[src/rtl/sifh_pkg.sv]
// -----------------------------------------------------------------------------
// sifh_pkg
// Shared definitions for the TDC stream serializer that feeds hisBuilderFSM.
//   NO_HIT        : all-ones "no photon" marker; users take the low NP bits
//   ser_state_t   : serializer FSM states (IDLE, SHIFT)
//   *_DEF         : default timestamp width, pixel count and acquisitions/frame
// -----------------------------------------------------------------------------
package sifh_pkg;

    localparam int NP_DEF        = 10;
    localparam int PIXEL_NUM_DEF = 6;
    localparam int ACQ_NUM_DEF   = 2;

    // Wide enough for any sensible timestamp width; sliced down to NP bits
    localparam logic [31:0] NO_HIT = '1;

    typedef enum logic {
        IDLE  = 1'b0,
        SHIFT = 1'b1
    } ser_state_t;

endpackage

[src/rtl/tdc_stream_serializer.sv]
// -----------------------------------------------------------------------------
// tdc_stream_serializer
// Captures one acquisition (one laser shot) of per-pixel TDC timestamps in
// parallel and streams it to the histogram builder, one pixel per clock,
// pixel 0 first. Counts acquisitions and flags the last word of each frame.
//
// Ports
//   clk        : system clock, rising edge
//   res        : asynchronous active-low reset
//   acqValid   : new acquisition present on tdcData/tdcHit
//   tdcData    : packed timestamps, pixel p at [p*NP +: NP]
//   tdcHit     : per-pixel photon flag
//   acqReady   : acqValid is accepted this cycle
//   wrEn       : data valid to histogram builder
//   data       : serialized timestamp (NO_HIT for pixels without a photon)
//   pixIdx     : pixel index of the current data word
//   frameDone  : pulse with the last word of the last acquisition of a frame
//   overrun    : pulse the cycle after an acqValid was dropped
//   overrunCnt : saturating count of dropped acquisitions
//                (only when SER_OVERRUN_CNT_EN is defined)
// -----------------------------------------------------------------------------
module tdc_stream_serializer
    import sifh_pkg::*;
#(
    parameter int NP        = NP_DEF,
    parameter int PIXEL_NUM = PIXEL_NUM_DEF,
    parameter int ACQ_NUM   = ACQ_NUM_DEF,
    localparam int IDX_W    = (PIXEL_NUM > 1) ? $clog2(PIXEL_NUM) : 1
)(
    input  logic                    clk,
    input  logic                    res,
    input  logic                    acqValid,
    input  logic [PIXEL_NUM*NP-1:0] tdcData,
    input  logic [PIXEL_NUM-1:0]    tdcHit,
    output logic                    acqReady,
    output logic                    wrEn,
    output logic [NP-1:0]           data,
    output logic [IDX_W-1:0]        pixIdx,
    output logic                    frameDone,
    output logic                    overrun
`ifdef SER_OVERRUN_CNT_EN
    ,
    output logic [15:0]             overrunCnt
`endif
);

    localparam int               CNT_W    = (ACQ_NUM > 1) ? $clog2(ACQ_NUM) : 1;
    localparam logic [IDX_W-1:0] LAST_IDX = IDX_W'(PIXEL_NUM - 1);
    localparam logic [CNT_W-1:0] LAST_ACQ = CNT_W'(ACQ_NUM - 1);
    localparam logic [NP-1:0]    NO_HIT_W = NO_HIT[NP-1:0];

    ser_state_t                state_q, state_d;
    logic [PIXEL_NUM*NP-1:0]   tsShadow_q, tsShadow_d;
    logic [PIXEL_NUM-1:0]      hitShadow_q, hitShadow_d;
    logic [CNT_W-1:0]          acqCnt_q, acqCnt_d;
    logic                      wrEn_q, wrEn_d;
    logic [NP-1:0]             data_q, data_d;
    logic [IDX_W-1:0]          pixIdx_q, pixIdx_d;
    logic                      frameDone_q, frameDone_d;
    logic                      overrun_q, overrun_d;

    logic                      accept;
    logic                      moreWords;
    logic                      emit;
    logic [IDX_W-1:0]          emitIdx;
    logic [NP-1:0]             emitTs;
    logic                      emitHit;

    // Ready while idle, and also while the last word of the current
    // acquisition is on the bus so consecutive shots stream without a gap.
    assign acqReady  = (state_q == IDLE) || (pixIdx_q == LAST_IDX);
    assign accept    = acqValid && acqReady;
    assign moreWords = (state_q == SHIFT) && (pixIdx_q != LAST_IDX);

    // State and datapath registers
    always_ff @(posedge clk or negedge res) begin
        if (!res) begin
            state_q     <= IDLE;
            tsShadow_q  <= '0;
            hitShadow_q <= '0;
            acqCnt_q    <= '0;
            wrEn_q      <= 1'b0;
            data_q      <= '0;
            pixIdx_q    <= '0;
            frameDone_q <= 1'b0;
            overrun_q   <= 1'b0;
        end else begin
            state_q     <= state_d;
            tsShadow_q  <= tsShadow_d;
            hitShadow_q <= hitShadow_d;
            acqCnt_q    <= acqCnt_d;
            wrEn_q      <= wrEn_d;
            data_q      <= data_d;
            pixIdx_q    <= pixIdx_d;
            frameDone_q <= frameDone_d;
            overrun_q   <= overrun_d;
        end
    end

    // Next-state logic
    always_comb begin
        state_d = state_q;
        unique case (state_q)
            IDLE:    if (accept) state_d = SHIFT;
            SHIFT:   if (!moreWords && !accept) state_d = IDLE;
            default: state_d = IDLE;
        endcase
    end

    // Output/datapath logic. Pixel 0 of a newly accepted shot is taken
    // straight from the inputs so it is on the bus one cycle after accept;
    // later pixels come from the shadow copy.
    always_comb begin
        tsShadow_d  = tsShadow_q;
        hitShadow_d = hitShadow_q;
        acqCnt_d    = acqCnt_q;
        wrEn_d      = 1'b0;
        data_d      = '0;
        pixIdx_d    = '0;
        frameDone_d = 1'b0;
        overrun_d   = acqValid && !acqReady;
        emit        = 1'b0;
        emitIdx     = '0;
        emitTs      = '0;
        emitHit     = 1'b0;

        if (accept) begin
            tsShadow_d  = tdcData;
            hitShadow_d = tdcHit;
            emit        = 1'b1;
            emitIdx     = '0;
            emitTs      = tdcData[NP-1:0];
            emitHit     = tdcHit[0];
        end else if (moreWords) begin
            emit        = 1'b1;
            emitIdx     = pixIdx_q + 1'b1;
            emitTs      = tsShadow_q[emitIdx*NP +: NP];
            emitHit     = hitShadow_q[emitIdx];
        end

        if (emit) begin
            wrEn_d   = 1'b1;
            pixIdx_d = emitIdx;
            data_d   = emitHit ? emitTs : NO_HIT_W;
            // Acquisition bookkeeping happens on each shot's last word
            if (emitIdx == LAST_IDX) begin
                if (acqCnt_q == LAST_ACQ) begin
                    acqCnt_d    = '0;
                    frameDone_d = 1'b1;
                end else begin
                    acqCnt_d    = acqCnt_q + 1'b1;
                end
            end
        end
    end

    assign wrEn      = wrEn_q;
    assign data      = data_q;
    assign pixIdx    = pixIdx_q;
    assign frameDone = frameDone_q;
    assign overrun   = overrun_q;

`ifdef SER_OVERRUN_CNT_EN
    logic [15:0] overrunCnt_q, overrunCnt_d;

    // Dropped-acquisition counter, saturating, cleared only by reset
    always_comb begin
        overrunCnt_d = overrunCnt_q;
        if (acqValid && !acqReady && (overrunCnt_q != 16'hFFFF))
            overrunCnt_d = overrunCnt_q + 16'd1;
    end

    always_ff @(posedge clk or negedge res) begin
        if (!res) overrunCnt_q <= '0;
        else      overrunCnt_q <= overrunCnt_d;
    end

    assign overrunCnt = overrunCnt_q;
`else
    // Build without the dropped-acquisition counter; overrun pulse only
`endif

endmodule

[config.mk]
export PLATFORM = sky130hd
export DESIGN_NAME = tdc_stream_serializer
export DESIGN_NICKNAME = d
export VERILOG_FILES = /design/src/rtl/sifh_pkg.sv /design/src/rtl/tdc_stream_serializer.sv
export SDC_FILE = /design/constraint.sdc
export NUM_CORES = 1
export LEC_CHECK = 0
export ABC_AREA = 1
export CORE_MARGIN = 4
export CORE_UTILIZATION = 52
export CTS_BUF_LIST = sky130_fd_sc_hd__clkbuf_4
export DETAILED_ROUTE_END_ITERATION = 8
export GPL_TIMING_DRIVEN = 0
export PLACE_DENSITY = 0.83
export SLEW_MARGIN = 10
export SYNTH_ARGS = -nofsm -noshare
export SYNTH_HDL_FRONTEND = slang
export SYNTH_SLANG_ARGS = --single-unit
[constraint.sdc]
create_clock -name clk -period 2.3 [get_ports clk]
set_clock_uncertainty 0.05 [all_clocks]
set_input_delay 0.23 -clock clk [delete_from_list [all_inputs] [get_ports clk]]
set_output_delay 0.23 -clock clk [all_outputs]
set_load 0.05 [all_outputs]
======== Yosys cells after proc, flatten, opt, wreduce, memory -nomap -nowiden ========
Cells that the tools add are included.
Widths: inputs -> output; s select.
storage, ports and cells
  output and inout port bits .............. 17
  bits of input ports ..................... 69
  word-level logic and storage cells ...... 48
  register bits after elaboration ......... 84
cells by class
  multiply operators ...................... 1
  eq/ne operators ......................... 3
  $lt $le $gt $ge ......................... 1
  reduce and logical (&&, ||, !) cells .... 9
  mux-type cells .......................... 21
  shifts and indexed selects .............. 1
  add/subtract/negate cells ............... 2
  bitwise gates (word level) .............. 1
operator list
  kind                 number
  $shiftx 60x8->10     1
  $mux 10              4
  $mux 1               12
  $mux 3               3
  $eq 3x3->1 const B   2
  $mul 3x3->6 const B  1
  $logic_and 1x1->1    4
  $lt 3x4->1 const B   1
  $add 3x1->3 const B  1
  $bmux 1 s3           1
  $logic_not 1->1      3
  $ne 3x3->1 const B   1
  $pmux 1 s2           1
  $reduce_and 2->1     1
  $add 1x1->1 const B  1
  $logic_or 1x1->1     1
  $not 1->1            1

======== Longest topological paths before layout ========
Gate-level depths: netlist of the first run.
  word-level depth ........................ 7
  mapped depth ............................ 11
  depth with buffers taken out ............ 11

======== Worst setup path after synthesis of the first run ========
No wires, ideal clock.
  path kind ............................... register to register
  from .................................... reg pixIdx_q[0], in the netlist pixIdx[0]
  to ...................................... reg data_q[9], in the netlist data[9]
  path slack .............................. 333 ps
  cell stages (with the launch flop) ...... 9
  library setup time ...................... 125 ps
  required time ........................... 2125 ps
  path buffers ............................ 1
  arrival ................................. 1792 ps
  cell sequence ........................... dfrtp_1 > ha_1 > inv_2 > clkbuf_1 > a21oi_1 > nand2_1 > nand2_1 > a21oi_1 > a21oi_1
on the way
  longest elaborated chain between the ends .. 7
  elaborated cells between the ends (all ways) .. 18
  classes of those cells .................. add/sub (1); mul (1); eq/ne (2); shift (1); mux (10); reduce/logical (3)
ends and longest elaborated chain
  what                                               line                                                        RTL
  start: declaration                                 tdc_stream_serializer.sv:58                                 logic [IDX_W-1:0] pixIdx_q, pixIdx_d;
  start signal: assignment                           tdc_stream_serializer.sv:94                                 pixIdx_q <= pixIdx_d;
  $add 3x1->3                                        tdc_stream_serializer.sv:136                                emitIdx = pixIdx_q + 1'b1;
  $mul 3x3->6 / $bmux 1 s3 (equally long branches)   tdc_stream_serializer.sv:137, tdc_stream_serializer.sv:138
  $shiftx 60x8->10 / $mux 1 (equally long branches)  tdc_stream_serializer.sv:137, tdc_stream_serializer.sv:138
  $mux 10 / $mux 1 (equally long branches)           tdc_stream_serializer.sv:134                                end else if (moreWords) begin
  $mux 10 / $mux 1 (equally long branches)           tdc_stream_serializer.sv:127                                if (accept) begin
  $mux 10                                            tdc_stream_serializer.sv:144                                data_d = emitHit ? emitTs : NO_HIT_W;
  $mux 10 *                                          tdc_stream_serializer.sv:141                                if (emit) begin
  net data_d[9]                                      tdc_stream_serializer.sv:57                                 logic [NP-1:0] data_q, data_d;
  end signal: assignment                             tdc_stream_serializer.sv:93                                 data_q <= data_d;
  end: declaration                                   tdc_stream_serializer.sv:57
The timed path passes the listed nets; every way through them passes the cells marked *. The select of a mux whose other input is x is not followed.
A chain may end at the register's enable or synchronous reset.

======== Worst setup path in the final report of the first run ========
  from .................................... reg pixIdx_q[0], in the netlist pixIdx[0]
  to ...................................... out acqReady
on the way
  longest elaborated chain between the ends .. 2
ends and longest elaborated chain
  what              line                         RTL
  $eq 3x3->1        tdc_stream_serializer.sv:71  assign acqReady = (state_q == IDLE) || (pixIdx_q == LAST_IDX);
  $logic_or 1x1->1  tdc_stream_serializer.sv:71
  end: declaration  tdc_stream_serializer.sv:35  output logic acqReady,
No other way between the ends.

==> flow_summary.yaml, run 1 <==
flow_run:
  drv_cap: 0
critical_path:
  critical_path_class: "reg2out"
  worstSetupEndpointType: "output pin"
  cp_slowest_cell: "dlygate4sd2_1"
  critical_path.cell_chain: "ha_1, nand2_1, nand2_4, dlygate4sd2_1"
  cp.required_ns: 2.02
  crit_family: "buffers and inverters"
  crit_path_max_fanout: 9
  cp.buffers_inverters: 1
  slowest_delay_ns: 0.54
  worst_setup_path_start_kind: "flop"
  crit_arrival_ns: 1.88
synth:
  syn_area_per_cell_um2: 7.72
  ys_ff_latch: 84
  syn-num-nets: 579
  ys_warn_count: 0
  yosysMostFrequentCell: "nand2_1"
  synth_edf_count: 0
  synthCells: 508
  ys_top_cells_by_count: "nand2_1, dfrtp_1, inv_1, o21ai_0, a21oi_1"
  synth_flop_cell: "dfrtp_1"
  async_reset_ff_frac: 1.00
  yosysUniqueCellTypes: 17
  ys_seq_area_frac: 0.536
  yosys-top-cells-area: "dfrtp_1, nand2_1, inv_1"
  syn_area_um2: 3920
  yosysTopAreaCell: "dfrtp_1"
  synth_top_cell_area_share: 0.536
grt:
  grt_max_degree: 51
  grt_first_pass_wirelength_um: 16200
  grt_overflow: 0
  grt_antenna_before_repair: 0
  track_usage: 0.235
  grt_pass1_vias: 3540
clock_network:
  clock_sinks: 84
  root_buffer: "clkbuf_4"
  insertion_delay_ns: 0.43
  htree_levels: 3
  post_cts_buffers: 0
  clk_path_buf_depth: 2
  cts_tree: "yes"
  path_clk_slew_ns: 0.13
  cts_buffers: 9
power_and_ir_drop:
  leakagePower_nw: 2.54
  p_sw_mw: 3.46
  peakVddDrop_mv: 0.983
  clkPwrFrac: 0.094
  seqPwrFrac: 0.336
  p_int_mw: 3.81
  switching_share: 0.476
  power_density_nw_per_um2: 1450
  share_comb_of_total_power: 0.569
final_layout:
  drive_above_1_share: 0.0707
  nFillCells: 638
  syn_to_final_growth_pct: 28.1
  antenna_cells: 0
  final_area_um2: 5020
  fin_nets: 677
sta:
  hold_viol: 0
  slew-limit-headroom: 0.646
  rsz0062_at_grt: "false"
  fin_crit_sh: 0.940
  finalCriticalPeriod_ns: 2.16
  setup_viol: 0
  worstMarginPinSlew_ns: 0.529
  fin_hold_ws_ns: 0.223
  fmax_mhz: 462
  maxSlewViolCount: 0
floorplan:
  io_pins: 86
  dieArea_um2: 9000
  chipWidth_um: 94.9
  start_util: 0.538
  core-area_um2: 7290
  num_rows: 31
  die-height_um: 94.9
detailed_routing:
  post_drt_wl_per_cell_um: 14.0
  drtIter0Drc: 161
  vias: 3530
  drc: 0
  drtAntennaViolNets: 0
  viasPerCell: 4.99
  drtPass1Iterations: 5
  wirelength_um: 9910
placement:
  place_congestion: 0.861
  postPlaceCellArea_um2: 4920
  dp_hpwl_um: 7550
  port_buffers: 85
hold_path:
  hp-class: "in2async"
run_status:
  status: "finished, final reports clean"
worst reg2reg max path: cells and delay by family (launching register included):
| kind | cells | cell delay (ns) |
|---|---|---|
| buf+inv | 2 | 0.51 |
| compound gates | 3 | 0.35 |
| fa+ha+maj | 1 | 0.41 |
| flops | 1 | 0.49 |
| simple gates | 2 | 0.17 |
per-layer routing:
layer / share of wire / track usage / vias up
li1: - / - / 1737
met4: 0.020 / 0.0745 / 0
met2: 0.50 / 0.389 / 114
met5: 0 / 0 / -
met3: 0.061 / 0.0470 / 15
met1: 0.42 / 0.312 / 1664
through the flow:
stage	util	setup slack [ns]	total power, mW	setup TNS, ns	std cells
floorplan	-	0.333	5.37	0	508
global placement	0.672	-1.94	6.47	-162.56	692
detailed placement	0.675	0.226	6.61	0	693
CTS	0.689	0.129	7.29	0	707
global route	0.689	0.0298	7.92	0	707
finish	0.689	0.137	7.27	0	707
what timing repair did:
action,in CTS,in global routing
endpoints found under the hold margin,34,0
setup endpoints to repair,1,0
hold buffers,1,0
gates resized for setup,1,0
placed cells by master, fill, tap and decap left out, drive strengths merged:
master / count
a21oi: 31
buf: 23
ha: 2
clkbuf: 14
inv: 64
clkdlybuf4s50: 83
nand3: 22
xnor2: 1
nand2: 217
o21ai: 34
clkinv: 2
clkinvlp: 1
dfrtp: 84
nor2: 18
dlygate4sd2: 1
o21bai: 10
dlygate4sd3: 1
state kept, by name, summed over array words and instances (netlist names), named ones only:
name and flops:
tsShadow_q 60, data 10, hitShadow_q 6, pixIdx 3, acqCnt_q 1, frameDone 1
overrun 1, wrEn 1
power by group through the flow:
stage / combinational, mW / clock (mW) / sequential [mW]
2_1_floorplan: 2.55 / 0 / 2.82
4_1_cts: 4.15 / 0.698 / 2.44
3_5_place_dp: 4.13 / 0 / 2.47
3_3_place_gp: 4.01 / 0 / 2.45
5_1_grt: 4.66 / 0.755 / 2.51
6_report: 4.14 / 0.686 / 2.44
final timing paths:
path | end | slack (ns) | from | cells after the start
max in group asynchronous | tsShadow_q[58] | 1.37 | res | 3
min in group clk | tsShadow_q[53] | 0.28 | tdcData[53] | 3
min reg2reg | hitShadow_q[4] | 0.44 | hitShadow_q[4] | 2
max | acqReady | 0.14 | pixIdx[0] | 4
min | tsShadow_q[32] | 0.22 | res | 2
max reg2reg | data[8] | 0.21 | pixIdx[0] | 8
cell families after synthesis:
kind of cell,Yosys count,synth area share
buf+inv,89,0.0941
xor+xnor,1,0.00415
flops,84,0.536
compound gates,75,0.102
fa+ha+maj,2,0.00638
simple gates,257,0.257
layout make-up:
type,instances,area (um^2),area share
Sequential cell,84,2100,0.418
Multi-Input combinational cell,335,1450,0.289
Timing Repair Buffer,87,885,0.176
Inverter,64,240,0.0478
Buffer,25,129,0.0257
Tap cell,99,124,0.0247
Clock buffer,10,75.1,0.0149
Clock inverter,3,17.5,0.00349
No activity file was read; power rests on OpenSTA's default activity.
==> run 2, diff against run 1 <==
RECOVER_POWER = 100   (was default)
==> run 2 against run 1 <==
Critical path type unchanged. Die area did not move. Routed wire length fell by 0.43%. Critical endpoint unchanged. Worst setup slack improved by 0.019 ns. Cell count did not move. Global-route usage did not move. Largest cell class unchanged. Register-to-register slack got worse by 0.02 ns. Highest routed layer unchanged. Non-clock buffer count did not move.
==> flow_summary.yaml, run 2 (synthesized netlist as in run 1, its figures left out) <==
grt:
  met1_usage: 0.312
  grt_pass1_vias: 3540
  grt_max_degree: 51
  grt_use_met3: 0.0470
  grt_first_pass_wirelength_um: 16200
  grt_overflow: 0
  grt_antenna_before_repair: 0
  use_met2: 0.389
  busiest_layer: "met2"
  track_usage: 0.235
detailed_routing:
  drtIter0Drc: 175
  viasPerCell: 4.98
  post_drt_wl_per_cell_um: 14.0
  drtPass1Iterations: 4
  wirelength_um: 9870
  vias: 3521
  drc: 0
  drtAntennaViolNets: 0
sta:
  fmax_mhz: 466
  tns_ns: 0
  setup_viol: 0
  slew-limit-headroom: 0.440
  hold_viol: 0
  rsz0062_at_grt: "false"
  fin_crit_sh: 0.932
  finalCriticalPeriod_ns: 2.14
  maxSlewViolCount: 0
  worstMarginPinSlew_ns: 0.839
clock_network:
  root_buffer: "clkbuf_4"
  insertion_delay_ns: 0.43
  path_clk_slew_ns: 0.12
  cts_buffers: 9
  cts_tree: "yes"
  post_cts_buffers: 0
  clock_sinks: 84
  htree_levels: 3
  clk_path_buf_depth: 2
final_layout:
  largest_reg_flops: 60
  fin_cells: 707
  regMostFlops: "tsShadow_q"
  final_cell_mix: "nand2_1, dfrtp_1, clkdlybuf4s50_1"
  drive_above_1_share: 0.0543
  syn_to_final_growth_pct: 26.8
  final-seq-area_um2: 2100
  antenna_cells: 0
  multi_input_area_um2: 1440
  nFillCells: 653
  fin_nets: 677
  final_common_cell: "nand2_1"
critical_path:
  crit_path_max_fanout: 9
  worst_setup_path_start_kind: "flop"
  critical_path.cell_chain: "ha_1, nand2_1, nand2_4, dlygate4sd2_1"
  cp.buffers_inverters: 1
  worstSetupEndpointType: "output pin"
  crit_arrival_ns: 1.86
  critical_path_class: "reg2out"
  cp_slowest_cell: "dlygate4sd2_1"
  slowest_delay_ns: 0.54
  crit_family: "buffers and inverters"
  cp.required_ns: 2.02
placement:
  dp_hpwl_um: 7550
  place_congestion: 0.861
  dp_cells: 693
  port_buffers: 85
floorplan:
  num_rows: 31
  core-area_um2: 7290
  dieArea_um2: 9000
  chipWidth_um: 94.9
  io_pins: 86
  die-height_um: 94.9
  start_util: 0.538
hold_path:
  hp-class: "in2reg"
power_and_ir_drop:
  power_density_nw_per_um2: 1440
  leakagePower_nw: 2.48
  peakVddDrop_mv: 0.967
flow_run:
  drv_cap: 0
run_status:
  status: "finished, final reports clean"
## run 2: repair_timing
| action | CTS | global route |
|---|---|---|
| resized for setup | 1 | 0 |
| hold buffers | 1 | 0 |
| endpoints found under the hold margin | 34 | 0 |
| setup endpoints to repair | 1 | 0 |
## run 2: per-layer routing
| layer | wire (um) | vias to the layer above |
|---|---|---|
| met2 | 4950 | 109 |
| met5 | 0 | - |
| met4 | 182 | 0 |
| li1 | - | 1736 |
| met3 | 597 | 16 |
| met1 | 4140 | 1660 |
## run 2: worst paths after layout
check / start / end / slack, ns / depth (start not counted)
min in group asynchronous: res / tsShadow_q[32] / 0.37 / 2
max in group asynchronous: res / tsShadow_q[42] / 0.56 / 3
setup reg to reg: pixIdx[0] / data[8] / 0.19 / 8
setup / recovery: pixIdx[0] / acqReady / 0.16 / 4
hold / removal: tdcData[53] / tsShadow_q[53] / 0.28 / 3
hold reg to reg: hitShadow_q[4] / hitShadow_q[4] / 0.44 / 2
## run 2: cell type report
type / instances / area share
inverters: 64 / 0.0483
clock inverters: 3 / 0.00352
well taps: 99 / 0.0249
flip-flops and latches: 84 / 0.423
multi-input cells: 335 / 0.290
plain buffers: 25 / 0.0219
repair buffers: 87 / 0.173
clock buffers: 10 / 0.0151
## run 2: worst min-delay path: cells and delay by family
kind	cells	cell delay, ns
buffers and inverters	1	0.39
and+or+nand+nor	2	0.10
## run 2: metrics by stage
| stage | total power, mW | util | instance area [um^2] | setup slack [ns] | hold slack (ns) |
|---|---|---|---|---|---|
| 2_1_floorplan | 5.37 | - | 3920 | 0.333 | -0.116 |
| 3_3_place_gp | 6.47 | 0.672 | 4900 | -1.94 | 0.413 |
| 3_5_place_dp | 6.61 | 0.675 | 4920 | 0.226 | 0.164 |
| 4_1_cts | 7.29 | 0.689 | 5020 | 0.129 | 0.242 |
| 5_1_grt | 7.84 | 0.682 | 4970 | 0.0334 | 0.270 |
| 6_report | 7.18 | 0.682 | 4970 | 0.156 | 0.280 |
## run 2: power breakdown
| group | internal [mW] | switching, mW |
|---|---|---|
| Sequential | 2.17 | 0.263 |
| Clock | 0.214 | 0.472 |
| Combinational | 1.35 | 2.71 |
| Total | 3.74 | 3.44 |
==> run 3, diff against run 2 <==
CORE_UTILIZATION = 28   (was 52)
PLACE_DENSITY = 0.5   (was 0.83)
==> run 3 against run 2 <==
Critical path depth unchanged. Count of clock-buffer cells in the layout up 1. Via count down 3.4%. Die area up 77%. Highest routed layer unchanged. Utilization down 30 points. Worst setup slack better by 0.033 ns.
==> flow_summary.yaml, run 3 (synthesized netlist as in run 1, its figures left out) <==
run_status:
  status: "finished, final reports clean"
detailed_routing:
  drtAntennaViolNets: 0
  wl_met2_um: 4840
  top_layer: "met4"
  wl_met1_um: 5050
  wirelength_um: 10700
  routed-wl-met3_um: 655
  drtIter0Drc: 150
  drtPass1Iterations: 4
  post_drt_wl_per_cell_um: 13.6
  viasPerCell: 4.32
  vias: 3401
  drc: 0
grt:
  track_usage: 0.141
  grt_antenna_before_repair: 0
  grt_overflow: 0
  grt_pass1_vias: 3717
  grt_first_pass_wirelength_um: 18200
  grt_max_degree: 45
flow_run:
  drv_cap: 0
clock_network:
  path_clk_slew_ns: 0.13
  cts_tree: "yes"
  clock_sinks: 84
  htree_levels: 3
  clk_path_buf_depth: 2
  insertion_delay_ns: 0.45
  cts_buffers: 9
  root_buffer: "clkbuf_4"
  post_cts_buffers: 0
hold_path:
  hp-class: "in2reg"
  min_delay_path_depth: 3
sta:
  rsz0062_at_grt: "false"
  fin_crit_sh: 0.918
  setup_viol: 0
  tns_ns: 0
  slew-limit-headroom: 0.335
  fin_hold_ws_ns: 0.262
  fmax_mhz: 474
  maxSlewViolCount: 0
  hold_viol: 0
  finalCriticalPeriod_ns: 2.11
  setup_slack_ns: 0.189
  worstMarginPinSlew_ns: 0.997
power_and_ir_drop:
  leakagePower_nw: 2.57
  power_density_nw_per_um2: 1480
  peakVddDrop_mv: 0.687
final_layout:
  regMostFlops: "tsShadow_q"
  antenna_cells: 0
  largest_reg_flops: 60
  final_cell_mix: "nand2_1, dfrtp_1, clkdlybuf4s50_1"
  final_common_cell: "nand2_1"
  final_area_um2: 5190
  fin_nets: 677
  final_util: 0.385
  drive_above_1_share: 0.0687
  nFillCells: 1419
  syn_to_final_growth_pct: 32.4
placement:
  place_ws_ns: 0.179
  place_congestion: 0.801
  dp_hpwl_um: 8210
  postPlaceCellArea_um2: 5020
  port_buffers: 85
floorplan:
  io_pins: 86
  dieArea_um2: 16000
  start_util: 0.290
  die-height_um: 126
  chipWidth_um: 126
  core-area_um2: 13500
  num_rows: 42
critical_path:
  worst_setup_path_start_kind: "flop"
  crit_arrival_ns: 1.83
  critical_path_class: "reg2out"
  cp.required_ns: 2.02
  ff2ff_path_depth: 7
  crit_path_max_fanout: 9
  worstSetupEndpointType: "output pin"
==> run 3: cell count changes in the layout (fill, tap and decap cells not counted), sizes merged <==
cell | before | now
dlygate4sd2 | 1 | 0
clkbuf | 27 | 24
clkinv | 2 | 1
clkinvlp | 1 | 0
clkdlybuf4s50 | 67 | 68
buf | 10 | 15
dlygate4sd3 | 17 | 16
bufinv | 0 | 4
==> run 3: cell type report <==
type,instances,area (um^2),share of cell area
timing repair buffer,87,858,0.165
inverter,64,240,0.0463
clock inverter,5,124,0.0238
sequential,84,2100,0.405
buffer,25,123,0.0236
tap,176,220,0.0424
multi-input combinational,335,1440,0.278
clock buffer,11,82.6,0.0159
==> run 3: per-stage QoR <==
stage	total power, mW	cells
after global routing	8.46	787
after detailed placement	6.69	770
after CTS	7.88	787
after global placement	6.64	769
after floorplan	5.37	508
final	7.71	787
==> run 3: where the power goes <==
group          internal (mW)  switching [mW]
registers               2.17           0.256
clock network          0.682           0.506
logic                   1.36            2.73
total                   4.22            3.49
==> run 3: repair_timing <==
item | in CTS | in global routing
hold endpoints to repair | 40 | 0
hold buffers | 1 | 0
setup endpoints to repair | 1 | 4
resized for setup | 1 | 4
==> run 3: metal layers <==
layer | track usage | up-vias
met4 | 0.0379 | 0
met2 | 0.226 | 80
met5 | 0 | -
li1 | - | 1742
met1 | 0.188 | 1567
met3 | 0.0404 | 12
==> run 3: critical path, stage by stage, from the launching register on <==
cell and delay, ns:
dfrtp_1 0.51, ha_1 0.20, nand2_1 0.05, nand2_1 0.28
clkbuf_2 0.35
==> run 3: worst paths after layout <==
path / start / slack [ns] / endpoint
worst max-delay path: pixIdx[0] / 0.19 / acqReady
max in group asynchronous: res / 0.52 / tsShadow_q[59]
worst max register to register: pixIdx[0] / 0.26 / data[6]
worst min register to register: tsShadow_q[57] / 0.44 / tsShadow_q[57]
min in group asynchronous: res / 0.42 / data[1]
worst min-delay path: tdcData[51] / 0.26 / tsShadow_q[51]
